File: config.mk
export PLATFORM = sky130hd
export DESIGN_NAME = bvh_node_stream_packer
export DESIGN_NICKNAME = d
export VERILOG_FILES = /design/src/rtl/bvh_pkg.sv /design/src/rtl/bvh_node_image.sv /design/src/rtl/bvh_node_stream_packer.sv
export SDC_FILE = /design/constraint.sdc
export NUM_CORES = 1
export LEC_CHECK = 0
export CORE_ASPECT_RATIO = 1.75
export CORE_MARGIN = 2
export CORE_UTILIZATION = 30
export DETAILED_ROUTE_END_ITERATION = 6
export SLEW_MARGIN = 20
export SYNTH_ARGS = -nofsm -noshare
export SYNTH_HDL_FRONTEND = slang
export SYNTH_SLANG_ARGS = --single-unit
File: constraint.sdc
create_clock -name clk -period 4.05 [get_ports clk]
set_input_delay 0.405 -clock clk [delete_from_list [all_inputs] [get_ports clk]]
set_output_delay 0.405 -clock clk [all_outputs]
set_load 0.01 [all_outputs]
File: src/rtl/bvh_pkg.sv
// -----------------------------------------------------------------------------
// bvh_pkg
// Shared definitions for the BVH node stream packer:
//   - split-axis encoding and node-kind constants
//   - sticky error flag bit positions
//   - FSM state encoding
//   - helper functions deriving the packed node geometry from field widths
// No ports (package).
// -----------------------------------------------------------------------------
package bvh_pkg;

  typedef enum logic [1:0] {
    AXIS_X       = 2'd0,
    AXIS_Y       = 2'd1,
    AXIS_Z       = 2'd2,
    AXIS_ILLEGAL = 2'd3
  } axis_e;

  localparam logic NODE_KIND_INTERIOR = 1'b0;
  localparam logic NODE_KIND_LEAF     = 1'b1;

  // Sticky error flag positions inside err.
  localparam int ERR_BAD_BOX    = 0;  // some min_* > max_*
  localparam int ERR_BAD_NODE   = 1;  // empty leaf or interior with illegal axis
  localparam int ERR_START_BUSY = 2;  // start raised while a node was streaming
  localparam int ERR_W          = 3;

  typedef enum logic {
    ST_IDLE = 1'b0,
    ST_SEND = 1'b1
  } state_e;

  // Width of the kind-tagged union: one tag bit plus the wider of the two payloads.
  function automatic int union_w(input int off_w, input int pidx_w, input int pcnt_w);
    int interior_w;
    int leaf_w;
    interior_w = 2 + 2 * off_w;
    leaf_w     = pidx_w + pcnt_w;
    return 1 + ((interior_w > leaf_w) ? interior_w : leaf_w);
  endfunction

  function automatic int node_w(input int coord_w, input int uw);
    return 6 * coord_w + uw;
  endfunction

  function automatic int beats(input int nw, input int bus_w);
    return (nw + bus_w - 1) / bus_w;
  endfunction

  function automatic int node_bytes(input int n_beats, input int bus_w);
    return n_beats * bus_w / 8;
  endfunction

endpackage

File: src/rtl/bvh_node_image.sv
// -----------------------------------------------------------------------------
// bvh_node_image
// Purely combinational assembly of one packed BVH node image.
// Layout (LSB first): union, min_x, min_y, min_z, max_x, max_y, max_z.
// The union's MSB is the node kind; the payload sits at the union LSBs:
//   leaf     : {1, pad, prim_index, prim_count}
//   interior : {0, pad, axis, child0_off, child1_off}
// Ports:
//   is_leaf_i, axis_i, child0_off_i, child1_off_i, prim_index_i, prim_count_i
//   min_*_i / max_*_i  quantized bounding box
//   image_o            NODE_W-bit node image
// -----------------------------------------------------------------------------
module bvh_node_image
  import bvh_pkg::*;
#(
  parameter int COORD_W = 16,
  parameter int OFF_W   = 14,
  parameter int PIDX_W  = 19,
  parameter int PCNT_W  = 12,
  parameter int UNION_W = union_w(OFF_W, PIDX_W, PCNT_W),
  parameter int NODE_W  = node_w(COORD_W, UNION_W)
) (
  input  logic               is_leaf_i,
  input  logic [1:0]         axis_i,
  input  logic [OFF_W-1:0]   child0_off_i,
  input  logic [OFF_W-1:0]   child1_off_i,
  input  logic [PIDX_W-1:0]  prim_index_i,
  input  logic [PCNT_W-1:0]  prim_count_i,
  input  logic [COORD_W-1:0] min_x_i,
  input  logic [COORD_W-1:0] min_y_i,
  input  logic [COORD_W-1:0] min_z_i,
  input  logic [COORD_W-1:0] max_x_i,
  input  logic [COORD_W-1:0] max_y_i,
  input  logic [COORD_W-1:0] max_z_i,
  output logic [NODE_W-1:0]  image_o
);

  logic [UNION_W-1:0] node_union;

  // NOTE: every variable assigned in always_comb gets a full default first;
  // a path that leaves it unassigned would infer a latch.
  always_comb begin
    node_union = '0;
    if (is_leaf_i == NODE_KIND_LEAF) begin
      node_union[PCNT_W-1:0]      = prim_count_i;
      node_union[PCNT_W +: PIDX_W] = prim_index_i;
    end else begin
      node_union[OFF_W-1:0]        = child1_off_i;
      node_union[OFF_W +: OFF_W]   = child0_off_i;
      node_union[2*OFF_W +: 2]     = axis_i;
    end
    // The tag bit lies above both payloads, so it never overlaps a field.
    node_union[UNION_W-1] = is_leaf_i;
  end

  assign image_o = {max_z_i, max_y_i, max_x_i, min_z_i, min_y_i, min_x_i, node_union};

endmodule

File: src/rtl/bvh_node_stream_packer.sv
// -----------------------------------------------------------------------------
// bvh_node_stream_packer
// Accepts BVH node descriptors and streams each packed node image to memory
// as BEATS consecutive bus-wide write beats at contiguous byte addresses.
// Ports:
//   clk, rst_n                 clock, asynchronous active-low reset
//   start, base_addr           begin a new tree at base_addr (honoured in IDLE)
//   in_valid/in_ready          descriptor handshake
//   is_leaf, axis, child*_off, prim_index, prim_count, min_*/max_*  descriptor
//   mem_valid/mem_ready        write beat handshake
//   mem_addr, mem_data, mem_last  beat address, data, final-beat marker
//   node_count                 nodes completely written since start
//   err                        sticky flags (bad box, bad node, start while busy)
// -----------------------------------------------------------------------------
module bvh_node_stream_packer
  import bvh_pkg::*;
#(
  parameter int COORD_W = 16,
  parameter int OFF_W   = 14,
  parameter int PIDX_W  = 19,
  parameter int PCNT_W  = 12,
  parameter int BUS_W   = 64,
  parameter int ADDR_W  = 32
) (
  input  logic               clk,
  input  logic               rst_n,
  input  logic               start,
  input  logic [ADDR_W-1:0]  base_addr,
  input  logic               in_valid,
  output logic               in_ready,
  input  logic               is_leaf,
  input  logic [1:0]         axis,
  input  logic [OFF_W-1:0]   child0_off,
  input  logic [OFF_W-1:0]   child1_off,
  input  logic [PIDX_W-1:0]  prim_index,
  input  logic [PCNT_W-1:0]  prim_count,
  input  logic [COORD_W-1:0] min_x,
  input  logic [COORD_W-1:0] min_y,
  input  logic [COORD_W-1:0] min_z,
  input  logic [COORD_W-1:0] max_x,
  input  logic [COORD_W-1:0] max_y,
  input  logic [COORD_W-1:0] max_z,
  output logic               mem_valid,
  input  logic               mem_ready,
  output logic [ADDR_W-1:0]  mem_addr,
  output logic [BUS_W-1:0]   mem_data,
  output logic               mem_last,
  output logic [ADDR_W-1:0]  node_count,
  output logic [ERR_W-1:0]   err
);

  localparam int UNION_W    = union_w(OFF_W, PIDX_W, PCNT_W);
  localparam int NODE_W     = node_w(COORD_W, UNION_W);
  localparam int BEATS      = beats(NODE_W, BUS_W);
  localparam int NODE_BYTES = node_bytes(BEATS, BUS_W);
  localparam int IMG_W      = BEATS * BUS_W;
  localparam int BEAT_W     = (BEATS > 1) ? $clog2(BEATS) : 1;

  localparam logic [BEAT_W-1:0] LAST_BEAT   = BEAT_W'(BEATS - 1);
  localparam logic [ADDR_W-1:0] NODE_STRIDE = ADDR_W'(NODE_BYTES);
  localparam logic [ADDR_W-1:0] BEAT_STRIDE = ADDR_W'(BUS_W / 8);

  // ---------------------------------------------------------------------------
  // State
  // ---------------------------------------------------------------------------
  state_e             state_q, state_d;
  logic [BEAT_W-1:0]  beat_q, beat_d;
  logic [IMG_W-1:0]   img_q, img_d;
  logic [ADDR_W-1:0]  base_q, base_d;
  logic [ADDR_W-1:0]  node_idx_q, node_idx_d;
  logic [ERR_W-1:0]   err_q, err_d;

  logic [NODE_W-1:0]  node_image;
  logic               accept;
  logic               beat_acc;
  logic               last_acc;
  logic               start_idle;
  logic               start_busy;
  logic               bad_box;
  logic               bad_node;

  // ---------------------------------------------------------------------------
  // Image assembly
  // ---------------------------------------------------------------------------
  bvh_node_image #(
    .COORD_W (COORD_W),
    .OFF_W   (OFF_W),
    .PIDX_W  (PIDX_W),
    .PCNT_W  (PCNT_W)
  ) u_image (
    .is_leaf_i    (is_leaf),
    .axis_i       (axis),
    .child0_off_i (child0_off),
    .child1_off_i (child1_off),
    .prim_index_i (prim_index),
    .prim_count_i (prim_count),
    .min_x_i      (min_x),
    .min_y_i      (min_y),
    .min_z_i      (min_z),
    .max_x_i      (max_x),
    .max_y_i      (max_y),
    .max_z_i      (max_z),
    .image_o      (node_image)
  );

  // ---------------------------------------------------------------------------
  // FSM: state register
  // ---------------------------------------------------------------------------
  // NOTE: clocked state uses non-blocking assignments so every flop samples
  // the pre-edge value of every other flop, independent of process order.
  always_ff @(posedge clk or negedge rst_n) begin
    if (!rst_n) begin
      state_q <= ST_IDLE;
    end else begin
      state_q <= state_d;
    end
  end

  // ---------------------------------------------------------------------------
  // FSM: next state
  // ---------------------------------------------------------------------------
  always_comb begin
    state_d = state_q;
    case (state_q)
      ST_IDLE: if (accept) state_d = ST_SEND;
      // A descriptor taken on the last beat keeps the stream going without a bubble.
      ST_SEND: if (last_acc && !accept) state_d = ST_IDLE;
      default: state_d = ST_IDLE;
    endcase
  end

  // ---------------------------------------------------------------------------
  // FSM: outputs
  // ---------------------------------------------------------------------------
  always_comb begin
    mem_valid = (state_q == ST_SEND);
    mem_last  = mem_valid && (beat_q == LAST_BEAT);
    // Ready again on the cycle the last beat leaves, giving one node per BEATS cycles.
    in_ready  = (state_q == ST_IDLE) || (mem_valid && mem_last && mem_ready);
  end

  // ---------------------------------------------------------------------------
  // Handshakes and descriptor checks
  // ---------------------------------------------------------------------------
  assign accept     = in_valid & in_ready;
  assign beat_acc   = mem_valid & mem_ready;
  assign last_acc   = beat_acc & mem_last;
  assign start_idle = start & (state_q == ST_IDLE);
  assign start_busy = start & (state_q == ST_SEND);

  assign bad_box  = (min_x > max_x) | (min_y > max_y) | (min_z > max_z);
  assign bad_node = (is_leaf == NODE_KIND_LEAF) ? (prim_count == '0)
                                                : (axis == AXIS_ILLEGAL);

  // ---------------------------------------------------------------------------
  // Datapath next state
  // ---------------------------------------------------------------------------
  always_comb begin
    base_d     = base_q;
    node_idx_d = node_idx_q;
    err_d      = err_q;
    beat_d     = beat_q;
    img_d      = img_q;

    // A new tree restarts numbering and flags; a start during a node is only recorded.
    if (start_idle) begin
      base_d     = base_addr;
      node_idx_d = '0;
      err_d      = '0;
    end
    if (start_busy) begin
      err_d[ERR_START_BUSY] = 1'b1;
    end

    if (last_acc) begin
      node_idx_d = node_idx_q + ADDR_W'(1);
    end

    // Faulty nodes are flagged but still written exactly as described.
    if (accept) begin
      img_d = IMG_W'(node_image);
      if (bad_box)  err_d[ERR_BAD_BOX]  = 1'b1;
      if (bad_node) err_d[ERR_BAD_NODE] = 1'b1;
    end

    if (accept || last_acc) begin
      beat_d = '0;
    end else if (beat_acc) begin
      beat_d = beat_q + BEAT_W'(1);
    end
  end

  // NOTE: the image register is reset too, because mem_data is defined to read
  // zero straight out of reset rather than whatever the flops powered up with.
  always_ff @(posedge clk or negedge rst_n) begin
    if (!rst_n) begin
      beat_q     <= '0;
      img_q      <= '0;
      base_q     <= '0;
      node_idx_q <= '0;
      err_q      <= '0;
    end else begin
      beat_q     <= beat_d;
      img_q      <= img_d;
      base_q     <= base_d;
      node_idx_q <= node_idx_d;
      err_q      <= err_d;
    end
  end

  // ---------------------------------------------------------------------------
  // Beat outputs: everything derives from registers, so stalls hold them stable.
  // ---------------------------------------------------------------------------
  assign mem_data   = img_q[beat_q * BUS_W +: BUS_W];
  assign mem_addr   = base_q + node_idx_q * NODE_STRIDE + ADDR_W'(beat_q) * BEAT_STRIDE;
  assign node_count = node_idx_q;
  assign err        = err_q;

endmodule

==> results of run 1 <==
[per-layer routing]
metal  GRT usage  share of wire  up-vias
met3      0.0409          0.055       60
li1            -              -     4662
met4      0.0768          0.035        0
met5           0              0        -
met2       0.365           0.55      282
met1       0.202           0.36     4511
[area by class of cell]
type,instances,area [µm²],area share
diodes,5,12.5,0.000794
clock inverters,14,156,0.00992
clock buffers,18,439,0.0279
repair buffers,345,3450,0.219
multi-input cells,842,5960,0.378
inverters,54,203,0.0129
well taps,480,601,0.0381
flip-flops and latches,197,4930,0.313
[cell usage after synthesis, drive strengths merged]
master         instances  area [µm²]
inv                   54         203
xnor2                 20         175
a211o                  3        26.3
buf                   25         144
xor2                   7        61.3
o22a                   1        8.76
o221a                  2        22.5
and3                   7        43.8
o41ai                  1        8.76
and2                   5        31.3
a32oi                  1        8.76
o21a                   6        45.0
nand3                 34         170
or3                    4        30.0
ha                    77         963
a211oi                 7        62.6
o211ai                 8        60.1
o21ai                129         664
a2111o                 1        11.3
or4                    1        7.51
nor4b                  1        8.76
mux2i                 32         320
o211a                  2        20.0
o21bai                 3        22.5
nor4                   2        12.5
o221ai                 3        26.3
nand4                 24         150
o31ai                  6        58.8
a31oi                  4        31.3
nor2b                  6        37.5
and4                   2        17.5
a21oi                 39         203
fa                     1        20.0
nor2                  24        90.1
a311oi                 2        23.8
mux2                 114        1280
a21boi                 1        7.51
nand2                216         811
clkdlybuf4s50          1        11.3
a21o                  34         259
nor3                   2        15.0
nand2b                 9        56.3
clkbuf                30         113
dfrtp                197        4930
and4b                  1        10.0
[flip-flops by register name, summed over array words and instances (netlist names)]
signal and cells:
err 3, node_count 32, mem_valid 1, beat_q 1, base_q 32, img_q 128
[critical path, delay by kind of cell, from the launching register on]
| kind | cells | cell delay (ns) |
|---|---|---|
| flops | 1 | 0.48 |
| compound gates | 7 | 1.38 |
| xor+xnor | 1 | 0.14 |
| fa+ha+maj | 1 | 0.32 |
| buf+inv | 2 | 0.74 |
[power groups by stage]
stage	registers [mW]	clock network [mW]	logic, mW
6_report	3.25	1.73	4.57
5_1_grt	3.36	1.87	4.98
4_1_cts	3.26	1.79	4.65
3_5_place_dp	3.29	0	4.60
3_3_place_gp	3.26	0	4.57
2_1_floorplan	3.11	0	2.47
[final timing paths]
| kind | slack (ns) | startpoint | cells after the start | endpoint |
|---|---|---|---|---|
| max | 0.14 | node_count[0]$_DFFE_PN0P_ | 11 | mem_addr[26] |
| min | -0.03 | rst_n | 1 | img_q[74]$_DFFE_PN0P_ |
| max reg2reg | 1.44 | beat_q$_DFFE_PN0P_ | 7 | img_q[52]$_DFFE_PN0P_ |
| min reg2reg | 0.48 | img_q[25]$_DFFE_PN0P_ | 2 | img_q[25]$_DFFE_PN0P_ |
| max in group asynchronous | 3.12 | rst_n | 2 | beat_q$_DFFE_PN0P_ |
| min in group clk | 0.48 | img_q[25]$_DFFE_PN0P_ | 2 | img_q[25]$_DFFE_PN0P_ |
[kinds of logic after synthesis]
family | count (synthesis)
buf+inv | 110
mux | 146
flops | 197
simple gates | 338
xor+xnor | 27
fa+ha+maj | 78
compound gates | 253
[per-stage QoR]
| stage | hold slack [ns] | instance area, µm² | instances | utilization | power, mW |
|---|---|---|---|---|---|
| finish | -0.0343 | 15800 | 1955 | 0.421 | 9.55 |
| global route | 0.0322 | 15800 | 1952 | 0.421 | 10.2 |
| CTS | 0.0163 | 15700 | 1950 | 0.420 | 9.69 |
| detailed placement | 0.465 | 15100 | 1916 | 0.403 | 7.89 |
| global placement | 0.458 | 15100 | 1916 | 0.403 | 7.83 |
| floorplan | 0.109 | 11300 | 1149 | - | 5.58 |
[repair_timing]
| action | in CTS | in global routing |
|---|---|---|
| hold buffers | 0 | 0 |
| setup buffers | 2 | 0 |
| pin swaps | 4 | 2 |
| endpoints found under the setup margin | 7 | 8 |
| resized for setup | 9 | 8 |
==> flow_summary_export.csv, run 1 <==
group,metric,value,unit
timing,drv_slew,0,
timing,setup_violations,0,
logic_synthesis,muxShareOfSynthArea,0.142,
timing,rsz0062_at_grt,"false",
drt,avgRoutedWirePerCell,19.2,µm
placement,dp_hpwl,29700,µm
power,combPwrFrac,0.479,
drt,drtAntennaViolNets,0,
drt,drt_iter0_drc,228,
power,switching_share,0.359,
logic_synthesis,synth-xor-area-share,0.0210,
layout,final_common_cell,"clkdlybuf4s50_1",
placement,gp_congestion,0.900,
run_status,failed_checks,"hold timing",
worst_setup_path,required,3.64,ns
logic_synthesis,ys_warn_count,0,
grt,grt_overflow,0,
grt,antenna_found_initial,3,
worst_setup_path,crit_slowest_cell,"clkdlybuf4s50_1",
placement,dpl_worst_slack,0.181,ns
clock_tree,cts-buffers-inserted,17,
worst_setup_path,cp-end-kind,"output port",
clock_tree,cts_sinks,197,
clock_tree,cts_buffer_depth,2,
grt,grt_pass1_wl,56600,µm
drt,vias_per_cell,4.87,
clock_tree,htree_levels,4,
placement,port_buffers,328,
power,power_frac_seq,0.340,
grt,grt_use_total,0.192,
worst_setup_path,crit_arrival,3.51,ns
power,leakage,7.26,nW
logic_synthesis,ys_ff_latch,197,
power,p_sw,3.43,mW
worst_setup_path,max_stage_delay,0.55,ns
floorplanning,die_area,0.0392,mm²
timing,worst_pin_slew,0.892,ns
logic_synthesis,synth_compound_area_frac,0.139,
logic_synthesis,syn_area_per_cell,9.82,µm²
flow_run,drv_cap,0,
drt,first_pass_iters,4,
power,p_int,6.12,mW
worst_setup_path,worstPathCellList,"ha_1 > a21o_1 > a21oi_2 > o211ai_1 > a21oi_2 > a311oi_2 > a311oi_2 > buf_4 > o21ai_1 > xor2_1 > clkdlybuf4s50_1",
clock_tree,clk_latency,0.45,ns
power,power.density,606,mW/mm²
worst_setup_path,start_kind,"flop",
clock_tree,cts_tree,"built",
timing,tns,0,ns
layout,syn_to_final_growth,39.6,%
timing,fin_crit_sh,0.966,
power,clkPwrFrac,0.181,
floorplanning,initial_core_util,0.302,
worst_setup_path,critPathKind,"flop to output port",
timing,finClkSkew,0.0152,ns
logic_synthesis,synth_top_family_by_area,"multiplexers",
timing,layout_min_cycle_time,3.91,ns
logic_synthesis,syn-num-nets,1422,
run_status,outcome,"finished with violations",
drt,route.detailed.drc,0,
drt,vias,9515,
floorplanning,row_count,94,
floorplanning,die_w,151,µm
floorplanning,core_region_area,0.0374,mm²
worst_hold_path,hp-class,"input port to asynchronous set/reset pin",
timing,setup_ws,0.138,ns
layout,fillers,3749,
timing,holdWs,-0.0343,ns
clock_tree,cts_root_buf,"clkbuf_16",
grt,grt_start_max_net_pins,106,
timing,final_hold_viol_count,16,
drt,routed_wl,37600,µm
grt,grt_pass1_vias,9958,
floorplanning,num_io_pins,329,
logic_synthesis,ys_seq_area_frac,0.437,
layout,nNetsFinal,1730,
layout,layout-drive-gt1-share,0.133,
timing,max_slew_margin,0.406,
layout,mostFrequentLayoutCells,"321 x clkdlybuf4s50_1, 215 x nand2_1, 195 x dfrtp_1",
logic_synthesis,syn_area,0.0113,mm²
logic_synthesis,synth_cell_types,60,
logic_synthesis,synthAdderAreaFrac,0.0871,
worst_setup_path,crit_fanout,9,
timing,max_freq,0.256,GHz
logic_synthesis,synth_cells,1149,
power,irDropWorstVdd,423,µV
clock_tree,clkTransAtPathRegs,0.08,ns
floorplanning,die_h,261,µm
logic_synthesis,yosys.area_share.simple,0.132,
No activity file was read; power rests on OpenSTA's default activity.
==> inputs of run 2 (changes only) <==
--- a/config.mk
+++ b/config.mk
@@ -7,8 +7,9 @@
 export LEC_CHECK = 0
 export CORE_ASPECT_RATIO = 1.75
 export CORE_MARGIN = 2
-export CORE_UTILIZATION = 30
+export CORE_UTILIZATION = 52
 export DETAILED_ROUTE_END_ITERATION = 6
+export PLACE_DENSITY = 0.87
 export SLEW_MARGIN = 20
 export SYNTH_ARGS = -nofsm -noshare
 export SYNTH_HDL_FRONTEND = slang
==> run 2 against run 1 <==
  * The flow now finishes without violations
  * Clock skew hardly changed
  * Via count is 3.3% higher
  * Flip-flop and latch count stayed put
  * Clock power is 5% lower
  * Cell count is 10% lower
  * Total power is 1.0% lower
  * Critical path depth is 1 lower
  * Clock-buffer cell count is 3 higher
  * Maximum frequency is 0.97% lower
  * Register-to-register slack worse by 0.47 ns
  * Largest cell class unchanged
  * Highest routed layer unchanged
==> flow_summary_export.csv, run 2 (synthesis results as in run 1) <==
group,metric,value,unit
worst_setup_path,endpoint,"mem_addr[27]",
clock_tree,cts_root_buf,"clkbuf_16",
grt,grt_pass1_vias,10401,
timing,fin_crit_sh,0.975,
power,clkPwrFrac,0.174,
power,combPwrFrac,0.483,
layout,nNetsFinal,1725,
placement,placed_cell_area,0.0148,mm²
worst_setup_path,start_kind,"flop",
clock_tree,cts_sinks,197,
layout,largest_reg_flops,128,
layout,diodes,0,
timing,finClkSkew,0.0149,ns
worst_setup_path,rr_endpoint,"img_q[80]$_DFFE_PN0P_",
power,irDropWorstVdd,514,µV
layout,layout-drive-gt1-share,0.126,
floorplanning,die_w,115,µm
placement,dp_hpwl,27000,µm
placement,gp_congestion,0.959,
timing,worst_pin_slew,1.05,ns
timing,max_slew_margin,0.303,
power,p_sw,3.34,mW
grt,grt_start_max_net_pins,210,
floorplanning,die_area,0.0229,mm²
layout,final_common_cell,"clkdlybuf4s50_1",
layout,finalInstanceArea,0.0154,mm²
placement,port_buffers,328,
floorplanning,core_region_area,0.0214,mm²
worst_setup_path,required,3.64,ns
clock_tree,cts_buffer_depth,2,
timing,tns,0,ns
grt,grt_use_total,0.313,
worst_setup_path,crit_fanout,3,
timing,max_freq,0.253,GHz
clock_tree,cts-buffers-inserted,17,
clock_tree,htree_levels,4,
drt,routed_wl,35100,µm
worst_setup_path,crit_arrival,3.55,ns
drt,first_pass_iters,5,
floorplanning,die_h,199,µm
floorplanning,initial_core_util,0.527,
layout,largest_register,"img_q",
timing,setup_violations,0,
grt,grt_overflow,0,
drt,drtAntennaViolNets,0,
grt,antenna_found_initial,0,
drt,route.detailed.drc,0,
worst_setup_path,r2r_slack,0.97,ns
timing,drv_slew,0,
power,power_frac_seq,0.343,
drt,vias,9827,
power,leakage,7.16,nW
floorplanning,row_count,71,
drt,vias_per_cell,5.59,
timing,final_hold_viol_count,0,
worst_setup_path,crit_path_start,"beat_q$_DFFE_PN0P_",
power,power.density,614,mW/mm²
grt,grt_pass1_wl,53700,µm
drt,drt_iter0_drc,605,
power,p_int,6.12,mW
layout,fillers,1523,
worst_hold_path,hp-class,"input port to asynchronous set/reset pin",
worst_setup_path,r2r.worst_path.cells,7,
layout,multi_input_area,0.00593,mm²
power,switching_share,0.353,
run_status,outcome,"completed",
flow_run,drv_cap,0,
clock_tree,cts_tree,"built",
timing,layout_min_cycle_time,3.95,ns
worst_setup_path,cp-end-kind,"output port",
floorplanning,num_io_pins,329,
layout,regArea,0.00493,mm²
timing,rsz0062_at_grt,"false",
worst_setup_path,critPathKind,"flop to output port",
drt,avgRoutedWirePerCell,20.0,µm
clock_tree,clk_latency,0.45,ns
layout,syn_to_final_growth,36.3,%
clock_tree,clkTransAtPathRegs,0.07,ns
worst_setup_path,r2r-start,"beat_q$_DFFE_PN0P_",
layout,mostFrequentLayoutCells,"325 x clkdlybuf4s50_1, 215 x nand2_1, 195 x dfrtp_1",
==> run 2: cell types whose count changed in the layout (fill, tap and decap cells not counted), moves of 4 or more <==
| cell | previous run | this run |
|---|---|---|
| diode_2 | 5 | 0 |
| inv_6 | 7 | 2 |
| buf_4 | 14 | 10 |
| clkdlybuf4s50_1 | 321 | 325 |
| clkinv_8 | 4 | 0 |
==> run 2: how the worst min path moves through the flow <==
stage,start,endpoint,slack [ns],cells past startpoint
finish,rst_n,img_q[115]$_DFFE_PN0P_,0.06,1
global route,rst_n,img_q[120]$_DFFE_PN0P_,0.15,1
CTS,rst_n,img_q[115]$_DFFE_PN0P_,0.10,1
detailed placement,img_q[100]$_DFFE_PN0P_,img_q[100]$_DFFE_PN0P_,0.46,2
global placement,img_q[110]$_DFFE_PN0P_,img_q[110]$_DFFE_PN0P_,0.46,2
floorplan,rst_n,base_q[0]$_DFFE_PN0P_,0.11,0
==> run 2: layer usage <==
| metal | routed length (µm) | GRT usage |
|---|---|---|
| met5 | 0 | 0 |
| met4 | 2350 | 0.197 |
| met3 | 2520 | 0.0966 |
| met2 | 18700 | 0.569 |
| met1 | 11600 | 0.298 |
==> run 2: cell type report <==
class,count,share of cell area
Tap cell,292,0.0238
Timing Repair Buffer,340,0.221
Clock inverter,11,0.00667
Multi-Input combinational cell,842,0.386
Inverter,54,0.0132
Sequential cell,197,0.321
Clock buffer,21,0.0293
==> run 2: critical path: stages, from the launching register on <==
cell and delay, ns:
dfrtp_2 0.40, ha_1 0.23, fa_2 0.38, a211oi_2 0.20
o21bai_1 0.17, o21ai_4 0.20, o21ai_2 0.12, a2111o_1 0.47
a31oi_4 0.22, xnor2_1 0.15, clkdlybuf4s50_1 0.55
==> run 2: what timing repair did <==
item | CTS | global route
endpoints found under the setup margin | 5 | 7
hold buffers | 0 | 0
gates resized for setup | 2 | 7
buffers inserted | 3 | 1
pin swaps | 2 | 2
==> run 2: power groups by stage <==
| stage | Clock, mW | Combinational [mW] | Sequential (mW) |
|---|---|---|---|
| after CTS | 1.67 | 4.55 | 3.24 |
| after global placement | 0 | 4.44 | 3.22 |
| after global routing | 1.74 | 4.91 | 3.33 |
| after detailed placement | 0 | 4.51 | 3.27 |
| final | 1.65 | 4.56 | 3.24 |
| after floorplan | 0 | 2.47 | 3.11 |
==> run 2: metrics by stage <==
step           std cells  total power [mW]  hold WS, ns  setup slack, ns   util
6_report            1757              9.45       0.0638           0.0996  0.718
5_1_grt             1757              9.98        0.147          0.00957  0.718
4_1_cts             1756              9.47        0.101           0.0360  0.717
3_5_place_dp        1721              7.78        0.465            0.329  0.690
3_3_place_gp        1721              7.66        0.455            0.399  0.690
2_1_floorplan       1149              5.58        0.109             1.09      -
